### src/rtl/buffer_pkg.sv
// Shared constants and helpers for the buffer_fifo block and its bench.
package buffer_pkg;

    localparam int unsigned WIDTH_MIN = 1;
    localparam int unsigned WIDTH_MAX = 64;
    localparam int unsigned DEPTH_MIN = 2;
    localparam int unsigned DEPTH_MAX = 256;

    // Ceiling log2; clog2(n) bits index n distinct values (clog2(1) = 0).
    function automatic int unsigned clog2(input int unsigned n);
        int unsigned r;
        int unsigned v;
        r = 0;
        v = 1;
        while (v < n) begin
            v = v << 1;
            r = r + 1;
        end
        return r;
    endfunction

endpackage

### src/rtl/buffer_mem.sv
// Storage array for buffer_fifo: one synchronous write port, one asynchronous read port, no reset.
module buffer_mem #(
    parameter int unsigned WIDTH = 1,
    parameter int unsigned DEPTH = 4,
    parameter int unsigned AW    = 2
) (
    input  logic             clk,
    input  logic             we,
    input  logic [AW-1:0]    waddr,
    input  logic [WIDTH-1:0] wdata,
    input  logic [AW-1:0]    raddr,
    output logic [WIDTH-1:0] rdata
);

    logic [WIDTH-1:0] mem_q [DEPTH];

    // Write the addressed entry on an accepted push.
    always_ff @(posedge clk) begin
        if (we) begin
            mem_q[waddr] <= wdata;
        end
    end

    assign rdata = mem_q[raddr];

endmodule

### src/rtl/buffer_fifo.sv
// Valid/ready FIFO buffer with arbitrary (non power-of-two) depth.
// Optional macro BUFFER_LEVEL_EN adds the level and almost_full outputs.
module buffer_fifo
    import buffer_pkg::*;
#(
    parameter int unsigned WIDTH = 1,
    parameter int unsigned DEPTH = 4
) (
    input  logic             clk,
    input  logic             rst_n,
    input  logic [WIDTH-1:0] inp,
    input  logic             inp_valid,
    output logic             inp_ready,
    output logic [WIDTH-1:0] out,
    output logic             out_valid,
    input  logic             out_ready
`ifdef BUFFER_LEVEL_EN
    ,
    output logic [clog2(DEPTH+1)-1:0] level,
    output logic                      almost_full
`endif
);

    localparam int unsigned CW = clog2(DEPTH + 1);
    localparam int unsigned AW = clog2(DEPTH);

    // Reject out-of-range configurations at elaboration.
    if (WIDTH < WIDTH_MIN || WIDTH > WIDTH_MAX || DEPTH < DEPTH_MIN || DEPTH > DEPTH_MAX) begin : g_bad_param
        $error("buffer_fifo: WIDTH or DEPTH out of range");
    end

    logic [CW-1:0]    count_q, count_d;
    logic [AW-1:0]    wr_ptr_q, wr_ptr_d;
    logic [AW-1:0]    rd_ptr_q, rd_ptr_d;
    logic             push;
    logic             pop;
    logic [WIDTH-1:0] rd_data;

    // Handshake outputs depend only on the registered count.
    assign inp_ready = (count_q < CW'(DEPTH));
    assign out_valid = (count_q != '0);
    assign push      = inp_valid & inp_ready;
    assign pop       = out_valid & out_ready;

    // Storage is not reset, so mask the head to zero while empty.
    assign out = out_valid ? rd_data : '0;

    // Next pointers wrap by explicit compare; count tracks push/pop balance.
    always_comb begin
        count_d  = count_q;
        wr_ptr_d = wr_ptr_q;
        rd_ptr_d = rd_ptr_q;
        if (push) begin
            wr_ptr_d = (wr_ptr_q == AW'(DEPTH - 1)) ? '0 : wr_ptr_q + AW'(1);
        end
        if (pop) begin
            rd_ptr_d = (rd_ptr_q == AW'(DEPTH - 1)) ? '0 : rd_ptr_q + AW'(1);
        end
        if (push && !pop) begin
            count_d = count_q + CW'(1);
        end else if (!push && pop) begin
            count_d = count_q - CW'(1);
        end
    end

    // Pointer and count registers.
    always_ff @(posedge clk or negedge rst_n) begin
        if (!rst_n) begin
            count_q  <= '0;
            wr_ptr_q <= '0;
            rd_ptr_q <= '0;
        end else begin
            count_q  <= count_d;
            wr_ptr_q <= wr_ptr_d;
            rd_ptr_q <= rd_ptr_d;
        end
    end

    buffer_mem #(
        .WIDTH (WIDTH),
        .DEPTH (DEPTH),
        .AW    (AW)
    ) u_mem (
        .clk   (clk),
        .we    (push),
        .waddr (wr_ptr_q),
        .wdata (inp),
        .raddr (rd_ptr_q),
        .rdata (rd_data)
    );

`ifdef BUFFER_LEVEL_EN
    logic almost_full_q, almost_full_d;

    // Flag one slot short of full, computed from the next count.
    always_comb begin
        almost_full_d = (count_d >= CW'(DEPTH - 1));
    end

    // Almost-full register.
    always_ff @(posedge clk or negedge rst_n) begin
        if (!rst_n) begin
            almost_full_q <= 1'b0;
        end else begin
            almost_full_q <= almost_full_d;
        end
    end

    assign level       = count_q;
    assign almost_full = almost_full_q;
`endif

endmodule

### config.mk
export PLATFORM = sky130hd
export DESIGN_NAME = buffer_fifo
export DESIGN_NICKNAME = d
export VERILOG_FILES = /design/src/rtl/buffer_pkg.sv /design/src/rtl/buffer_mem.sv /design/src/rtl/buffer_fifo.sv
export SDC_FILE = /design/constraint.sdc
export NUM_CORES = 1
export LEC_CHECK = 0
export CORE_AREA = 2 2 39 41
export DETAILED_ROUTE_END_ITERATION = 6
export DIE_AREA = 0 0 41 43
export PLACE_DENSITY_LB_ADDON = 0.2
export REMOVE_ABC_BUFFERS = 1
export SYNTH_ARGS = -nofsm -noshare
export SYNTH_HDL_FRONTEND = slang
export SYNTH_HIERARCHICAL = 1
export SYNTH_SLANG_ARGS = --single-unit
### constraint.sdc
create_clock -name clk -period 2.3 [get_ports clk]
set_input_delay 0.46 -clock clk [delete_from_list [all_inputs] [get_ports clk]]
set_output_delay 0.46 -clock clk [all_outputs]
set_load 0.03 [all_outputs]
==> summary.md <==
| Metric | Value |
|---|---|
| Status | finished clean |
| Setup CP Type | flip-flop to primary output |
| RSZ-0062 raised after global routing | false |
| Largest net degree at the start of global routing | 8 |
| Critical path launch point type | flip-flop |
| Layout cells sized above 1 | 0.265 |
| Initial antenna violation count | 0 |
| Relative slew slack | 0.758 |
| Synth Register Bits | 11 |
| GR peak layer | met2 |
| Crit path time final | 2.17 ns |
| Mapped Area | 552 um^2 |
| Global Route Usage Sum | 0.129 |
| Synth-to-Final Area Change | 22.2% |
| Critical path's slowest cell | mux4_2 |
| Port Buffers | 7 |
| Ant diodes | 0 |
| TritonCTS buffer count | 3 |
| CP max FO | 4 |
| CP max stage delay | 0.51 ns |
| I/O Pins | 8 |
| Pwr dens | 1370 nW/um^2 |
| First-pass GRT wire length | 1.43 mm |
| # rows | 14 |
| M2 GR Usage | 0.200 |
| Final worst slack | 0.127 ns |
| GRT Residual Overflow | 0 |
| Fillers | 114 |
| Period utilization | 0.945 |
| Area share of the largest cell type after synthesis | 0.317 |
| Post-synthesis sequential area ratio | 0.535 |
| Number of synthesis warnings | 6 |
| Comb pwr share | 0.471 |
| Initial Util | 0.399 |
| Clock power frac | 0.138 |
| Register share of total power | 0.392 |
| DRT Wirelength | 835 um |
| Syn_area_per_cell | 14.9 um^2 |
| Peak Freq | 460 MHz |
| Cell taking the most area after synthesis | dfrtp_1 |
| Most frequent cells in the layout | dfrtp_1, clkdlybuf4s50_1, edfxtp_1 |
| Internal Power | 0.595 mW |
| CTS HTree Levels | 1 |
| DRT antenna net count | 0 |
| Maximum VDD drop | 0.513 mV |
| Vias per Instance | 5.03 |
| Root Driver | clkbuf_4 |
| Top cells by area, synth | dfrtp_1, edfxtp_1, ha_1 |
| Setup violations, final | 0 |
| Critical path, cell by cell | mux4_2 -> and2_2 -> dlygate4sd2_1 |
| Clock Latency Late Sink | 0.26 ns |
| CTS Sinks | 11 |
| Placed cell count | 61 |
| Final Hold Viols | 0 |
| Post-Place Worst Slack | 0.106 ns |
| Clock slew at reported path FFs | 0.07 ns |
| DR vias | 327 |
| RePlAce Congestion | 0.736 |
| Nets | 59 |
| Die area | 1760 um^2 |
| Least-Margin Pin Slew | 0.362 ns |
| Buf/Inv on CP | 1 |
| Sw power | 0.328 mW |
| Worst hold path type | primary input to async pin |
| Die width | 41 um |
| Cells after Synth | 37 |
| Post-CTS sizing | 1 |
| Met3 usage | 0.0314 |
| CP Data Arrival Time | 1.71 ns |
| Slew Limit Fails | 0 |
| Drt first-iter violations | 5 |
| Non-Filler Instances | 65 |
| Pleak | 0.290 nW |
| Initial DRT Pass Iterations | 2 |
| Die Span Y | 43 um |
| CTS Buffer Depth | 2 |
| Count of cell types in the netlist | 18 |
| Met1 GRT Util | 0.139 |
| Sw frac | 0.356 |
| Postcts setup bufs | 0 |
| CTS tree | built |
| CP top delay family | multiplexers |
| Post-route setup TNS | 0 ns |
| Total Power | 0.923 mW |
| CP endpoint kind | primary output |
| # DRC | 0 |
| Crit path required time | 1.84 ns |
| Max-Cap Viols | 0 |
| Most common cell after layout, fill and taps aside | dfrtp_1 |
| Per-cell routed wire length | 12.8 um |
| CTS Hold Bufs | 0 |
| Clk_skew | 0.00200 ns |
| Vias in the first global route | 335 |
| Placeable Area | 1380 um^2 |
## through the flow
step / instance area, um^2 / hold slack, ns / util
3_5_place_dp: 649 / 0.539 / 0.469
2_1_floorplan: 552 / 0.164 / -
6_report: 674 / 0.472 / 0.487
5_1_grt: 674 / 0.489 / 0.487
4_1_cts: 674 / 0.469 / 0.487
3_3_place_gp: 649 / 0.518 / 0.469
## metal layers
metal | part of all wire | up-vias | routed length [um]
met5 | 0 | - | 0
met3 | 0.035 | 2 | 29
met4 | 0.0048 | 0 | 4
li1 | - | 155 | -
met2 | 0.57 | 5 | 472
met1 | 0.40 | 165 | 330
## synth_stat cells
cell type / instances
fa_1: 1
edfxtp_1: 4
nand2_4: 1
mux2_4: 2
nor2b_1: 1
and3_1: 1
xor2_1: 1
mux2_2: 3
and3b_1: 2
dfrtp_1: 7
xnor2_1: 2
inv_1: 2
nor2_1: 3
ha_1: 3
nor3b_1: 1
or3_4: 1
mux4_2: 1
and2_2: 1
## final timing paths
check | from | to | slack, ns | cells after the start
setup reg to reg | count_q[1]$_DFFE_PN0P_ | count_q[2]$_DFFE_PN0P_ | 0.29 | 8
min in group clk | count_q[0]$_DFFE_PN0P_ | count_q[0]$_DFFE_PN0P_ | 0.55 | 1
setup / recovery | rd_ptr_q[0]$_DFFE_PN0P_ | out | 0.13 | 3
hold reg to reg | count_q[0]$_DFFE_PN0P_ | count_q[0]$_DFFE_PN0P_ | 0.55 | 1
hold / removal | rst_n | rd_ptr_q[0]$_DFFE_PN0P_ | 0.47 | 1
max in group asynchronous | rst_n | wr_ptr_q[1]$_DFFE_PN0P_ | 1.57 | 1
## layout make-up
| cell class | instances | area (um^2) | share of cell area |
|---|---|---|---|
| sequential | 11 | 295 | 0.438 |
| multi-input combinational | 24 | 249 | 0.369 |
| timing repair buffer | 8 | 76.3 | 0.113 |
| clock buffer | 4 | 26.3 | 0.0390 |
| tap | 16 | 20.0 | 0.0297 |
| inverter | 2 | 7.51 | 0.0111 |
## sequential cells by signal, indices dropped and copies added, names as in the netlist
register	count
u_mem/mem_q	4
count_q	3
rd_ptr_q	2
wr_ptr_q	2
## power groups by stage
stage / logic [mW] / registers, mW / clock network (mW)
floorplan: 0.333 / 0.345 / 0
global placement: 0.422 / 0.355 / 0
detailed placement: 0.446 / 0.366 / 0
CTS: 0.441 / 0.362 / 0.135
global route: 0.483 / 0.372 / 0.140
finish: 0.434 / 0.362 / 0.127
## cell families after synthesis
group / after synthesis / synth area share
xor gates and xnor gates: 3 / 0.0476
adders and majority gates: 4 / 0.104
buffers and inverters: 2 / 0.0136
muxes: 6 / 0.156
and+or+nand+nor: 11 / 0.143
DFF: 11 / 0.535
Note: power is estimated with default switching activity, not from simulation.
